$ cat src/rtl/moore_seq_detector.sv
// Parametrised Moore sequence detector with failure-function fallback and saturating match counter.
// Optional build macro MOORE_SD_PROG_PAT_EN adds a run-time loadable pattern (pat_load / pat_in).
module moore_seq_detector #(
   parameter int               PAT_W   = 4,
   parameter logic [PAT_W-1:0] PATTERN = 4'b1011,
   parameter int               CNT_W   = 8
) (
   input  logic                         clk,
   input  logic                         rst,
   input  logic                         en,
   input  logic                         x,
   input  logic                         overlap,
   input  logic                         clr_cnt,
`ifdef MOORE_SD_PROG_PAT_EN
   input  logic                         pat_load,
   input  logic [PAT_W-1:0]             pat_in,
`endif
   output logic                         y,
   output logic [CNT_W-1:0]             match_cnt,
   output logic [$clog2(PAT_W+1)-1:0]   state_o
);

   localparam int SW = $clog2(PAT_W + 1);
   typedef logic [SW-1:0] state_t;
   localparam state_t S0      = '0;
   localparam state_t S_MATCH = state_t'(PAT_W);

   state_t             state_q, state_d, nxt;
   state_t             fill_q, fill_d, nf;
   logic [PAT_W-2:0]   hist_q, hist_d;
   logic [PAT_W-1:0]   nh;
   logic [PAT_W-1:0]   pat;
   logic               accept;

`ifdef MOORE_SD_PROG_PAT_EN
   logic [PAT_W-1:0]   pat_q;

   always_ff @(posedge clk or negedge rst) begin
      if (!rst)          pat_q <= PATTERN;
      else if (pat_load) pat_q <= pat_in;
   end

   assign pat    = pat_q;
   assign accept = en && !pat_load;
`else
   assign pat    = PATTERN;
   assign accept = en;
`endif

   // nh is the history including the incoming bit; nf counts how many of its bits are real.
   always_comb begin
      // NOTE: every always_comb output gets a default first so no path leaves a latch.
      hist_d  = hist_q;
      fill_d  = fill_q;
      state_d = state_q;
      nxt     = S0;
      if (state_q == S_MATCH && !overlap) begin
         nh = {{(PAT_W-1){1'b0}}, x};
         nf = state_t'(1);
      end else begin
         nh = {hist_q, x};
         nf = (fill_q == S_MATCH) ? fill_q : fill_q + 1'b1;
      end
      // Longest prefix of the pattern that is a suffix of the real history bits.
      for (int j = 1; j <= PAT_W; j++) begin
         if (j <= int'(nf) &&
             (({PAT_W{1'b1}} >> (PAT_W - j)) & (nh ^ (pat >> (PAT_W - j)))) == '0)
            nxt = state_t'(j);
      end
      if (accept) begin
         hist_d  = nh[PAT_W-2:0];
         fill_d  = nf;
         state_d = nxt;
      end
`ifdef MOORE_SD_PROG_PAT_EN
      if (pat_load) begin
         hist_d  = '0;
         fill_d  = S0;
         state_d = S0;
      end
`endif
   end

   always_ff @(posedge clk or negedge rst) begin
      if (!rst) begin
         state_q <= S0;
         fill_q  <= S0;
         hist_q  <= '0;
         y       <= 1'b0;
      end else begin
         // NOTE: sequential state uses non-blocking assignments so all flops update together.
         state_q <= state_d;
         fill_q  <= fill_d;
         hist_q  <= hist_d;
         y       <= (state_d == S_MATCH);
      end
   end

   always_ff @(posedge clk or negedge rst) begin
      if (!rst)
         match_cnt <= '0;
      else if (clr_cnt)
         match_cnt <= '0;
      else if (accept && state_d == S_MATCH && match_cnt != '1)
         match_cnt <= match_cnt + 1'b1;
   end

   assign state_o = state_q;

endmodule

$ cat config.mk
export PLATFORM = sky130hd
export DESIGN_NAME = moore_seq_detector
export DESIGN_NICKNAME = d
export VERILOG_FILES = /design/src/rtl/moore_seq_detector.sv
export SDC_FILE = /design/constraint.sdc
export NUM_CORES = 1
export LEC_CHECK = 0
export ABC_AREA = 1
export CORE_ASPECT_RATIO = 1.2
export CORE_UTILIZATION = 56
export CTS_CLUSTER_SIZE = 14
export DETAILED_ROUTE_END_ITERATION = 8
export GPL_TIMING_DRIVEN = 0
export PLACE_DENSITY = 0.85
export SETUP_SLACK_MARGIN = 0.1
export SYNTH_ARGS = -nofsm -noshare
export SYNTH_HDL_FRONTEND = slang
export SYNTH_SLANG_ARGS = --single-unit
$ cat constraint.sdc
create_clock -name clk -period 4.1 [get_ports clk]
set_input_delay 0.615 -clock clk [delete_from_list [all_inputs] [get_ports clk]]
set_output_delay 0.615 -clock clk [all_outputs]
set_load 0.005 [all_outputs]
==> key figures <==
Routing
  – 1st-iter DRT viols: 24
  – Routed WL: 2.26 mm
  – Post-route ant nets: 0
  – DR pass1 iterations: 4
  – DR vias/cell: 5.59
  – Vias post-DR: 984
  – # DRC: 0
  – Wirelength per Cell: 12.9 um

Floorplan
  – IO Pins: 18
  – Die Width: 43.3 um
  – Core box area: 1870 um^2
  – Row count: 17
  – Die Area: 2230 um^2
  – Initial core utilization: 61.2%
  – Die Y-Extent: 51.6 um

Timing
  – Period utilisation layout: 47.0%
  – Endpoints failing hold: 0
  – Rel. slew slack: 47.9%
  – Setup TNS: 0 ns
  – Fmax: 519 MHz
  – RSZ-0062 raised after global routing: false
  – Setup Viol. Count Final: 0
  – Post-layout min period: 1.93 ns
  – Tightest Pin Transition: 0.779 ns
  – Max-slew violations: 0
  – Clk_skew: 0.00161 ns

Final layout
  – Synthesis-to-finish area growth: 18.9%
  – Final Core Density: 72.8%
  – Share of layout cells above drive strength 1: 17.2%
  – NumNets Final: 168
  – # fillers: 146
  – Non-filler cells, final: 176
  – N_diodes: 0

Setup path
  – Crit path kind: in2reg
  – CP dominant cell by count: nand2_1
  – Reg-to-reg slack, setup: 2.39 ns
  – Worst path arrival time: 2.10 ns
  – Critical path peak fanout: 8
  – Crit. End Element: flip-flop
  – Worst setup SP type: input pin
  – Worst R2R Start: fill_q[0]
  – Cell chain of the critical path: clkdlybuf4s50_1, nand2_1, nor2_1, nand3_2, nand2_2, o211ai_4, inv_4, nand3_4, nand3_1, nand2_1
  – Worst reg2reg path depth: 12
  – Slowest CP cell: clkdlybuf4s50_1
  – Crit-path max cell delay: 0.54 ns
  – CP Buf/Inv Count: 2
  – CP delay by family, top: simple AND/OR/NAND/NOR gates
  – FF-to-FF End: match_cnt[3]
  – WP data required: 4.28 ns

Clock tree
  – Skew-Pair Late Insertion Delay: 0.28 ns
  – Clock Tree Root: clkbuf_4
  – H-tree lvl count: 1
  – Post-CTS setup buffer count: 0
  – Clock buffer depth: 2
  – CTS tree: built
  – Clock sinks: 18
  – Clk slew on worst S/H paths: 0.09 ns
  – CTS resizes: 0
  – CTS buffer count: 3
  – # hold bufs at CTS: 0

Logic synthesis
  – Seq/Total Area, Yosys: 39.3%
  – Yosys warns: 0
  – Yosys top cell area share: 39.3%
  – Synth area leaders: dfrtp_1, nand2_1, nand3_1, inv_1, nand4_1
  – Synthesized area per cell: 8.37 um^2
  – Synthesized flop and latch total: 18
  – Distinct cells, synth: 27
  – Leading area contributor after synthesis: dfrtp_1
  – Synth Cell Area: 1150 um^2
  – Synthesized instance count: 137
  – Syn_nets: 146

Power
  – Worst VDD drop: 0.236 mV
  – LEAKAGE: 0.682 nW
  – Pwr dens: 400 nW/um^2

Global route
  – GRT Util Overall: 23.9%
  – First-pass GRT wire length: 4.03 mm
  – Initial antenna violation count: 0
  – GRT Residual Overflow: 0
  – Vias in the first global route: 902
  – Pin count of the biggest net entering global routing: 19

Worst hold path
  – Worst hold start: hist_q[2]
  – WHS Path Cells: 2
  – Hold Path Class: reg2reg
  – Hold Path Sink: hist_q[2]

Placement
  – Gpl congestion: 0.876
  – Port Buffers: 17
  – Dpl cells: 173
  – Final HPWL DP: 1.75 mm

Status
  – Outcome: complete, no violations

Job
  – Max Cap Viol: 0
[power breakdown]
group	internal, W	switching [W]
Clock	0.0000341	0.0000482
Combinational	0.0000890	0.000145
Sequential	0.000204	0.0000238
Total	0.000328	0.000218
[worst reg2reg max path, cell delays in order (launching register included)]
cell	delay [ns]
dfrtp_1	0.41
inv_1	0.10
ha_1	0.17
nand2_1	0.08
nand2_1	0.10
nand3_2	0.12
clkinv_1	0.08
nand3_1	0.10
nand2_2	0.11
nand2_4	0.07
nor2_8	0.14
nand4_1	0.10
nand2_1	0.08
[cell type report]
cell class	count	area, um^2	share of cell area (%)
clock buffer	3	22.5	1.65
multi-input combinational	93	591	43.3
timing repair buffer	17	170	12.5
tap	19	23.8	1.74
inverter	24	92.6	6.80
buffer	2	12.5	0.918
sequential	18	450	33.1
[layout by cell type, fill, tap and decap left out, types with 3 or more instances in the layout]
master / n
nor2_2: 3
clkbuf_4: 3
nand3_1: 16
xor2_1: 4
nand3_2: 3
nor2_1: 8
ha_1: 3
inv_1: 20
nand2_1: 24
nand2_2: 5
dfrtp_1: 18
nand4_1: 8
clkdlybuf4s50_1: 17
o21ai_0: 8
[worst max-delay path by stage]
stage,from,to,depth (start not counted)
after floorplan,overlap,match_cnt[7],10
after global placement,x,match_cnt[6],10
after CTS,state_o[2],state_o[2],1
after detailed placement,x,match_cnt[2],10
after global routing,x,match_cnt[3],10
final,x,match_cnt[1],10
[flip-flops by register name, summed over array words and instances (netlist names)]
signal and count:
match_cnt 8, y 1, fill_q 3, hist_q 3, state_o 3
[cell families after synthesis]
kind of cell,share of synthesized area [%]
buffers and inverters,9.17
flip-flops,39.3
XOR/XNOR,3.82
AO/OA/AOI/OAI,7.86
AND/OR/NAND/NOR,36.6
adder cells (fa/ha/maj),3.28
[stage by stage]
step | total power (W) | hold slack, ns | setup slack, ns | cell area (um^2)
floorplan | 0.000395 | 0.319 | 2.54 | 1150
global placement | 0.000451 | 0.479 | 1.95 | 1340
detailed placement | 0.000466 | 0.489 | 1.90 | 1340
CTS | 0.000546 | 0.515 | 2.18 | 1360
global route | 0.000587 | 0.535 | 2.03 | 1360
finish | 0.000545 | 0.526 | 2.17 | 1360
[metal layers]
layer / global-route usage [%] / wire length, um
met5: 0 / 0
met4: 7.07 / 26
met3: 3.47 / 109
met1: 30.9 / 934
met2: 41.5 / 1190
[synth_stat cells, drive strengths merged]
| cell type | n |
|---|---|
| xor2 | 4 |
| ha | 3 |
| nand2 | 30 |
| a31oi | 1 |
| nor2 | 13 |
| dfrtp | 18 |
| buf | 2 |
| inv | 23 |
| o21ai | 8 |
| clkinv | 1 |
| nand4 | 8 |
| or2 | 1 |
| o211ai | 1 |
| a22oi | 1 |
| nand3 | 21 |
| nor3 | 1 |
| xnor2 | 1 |
Note: power is estimated with default switching activity, not from simulation.
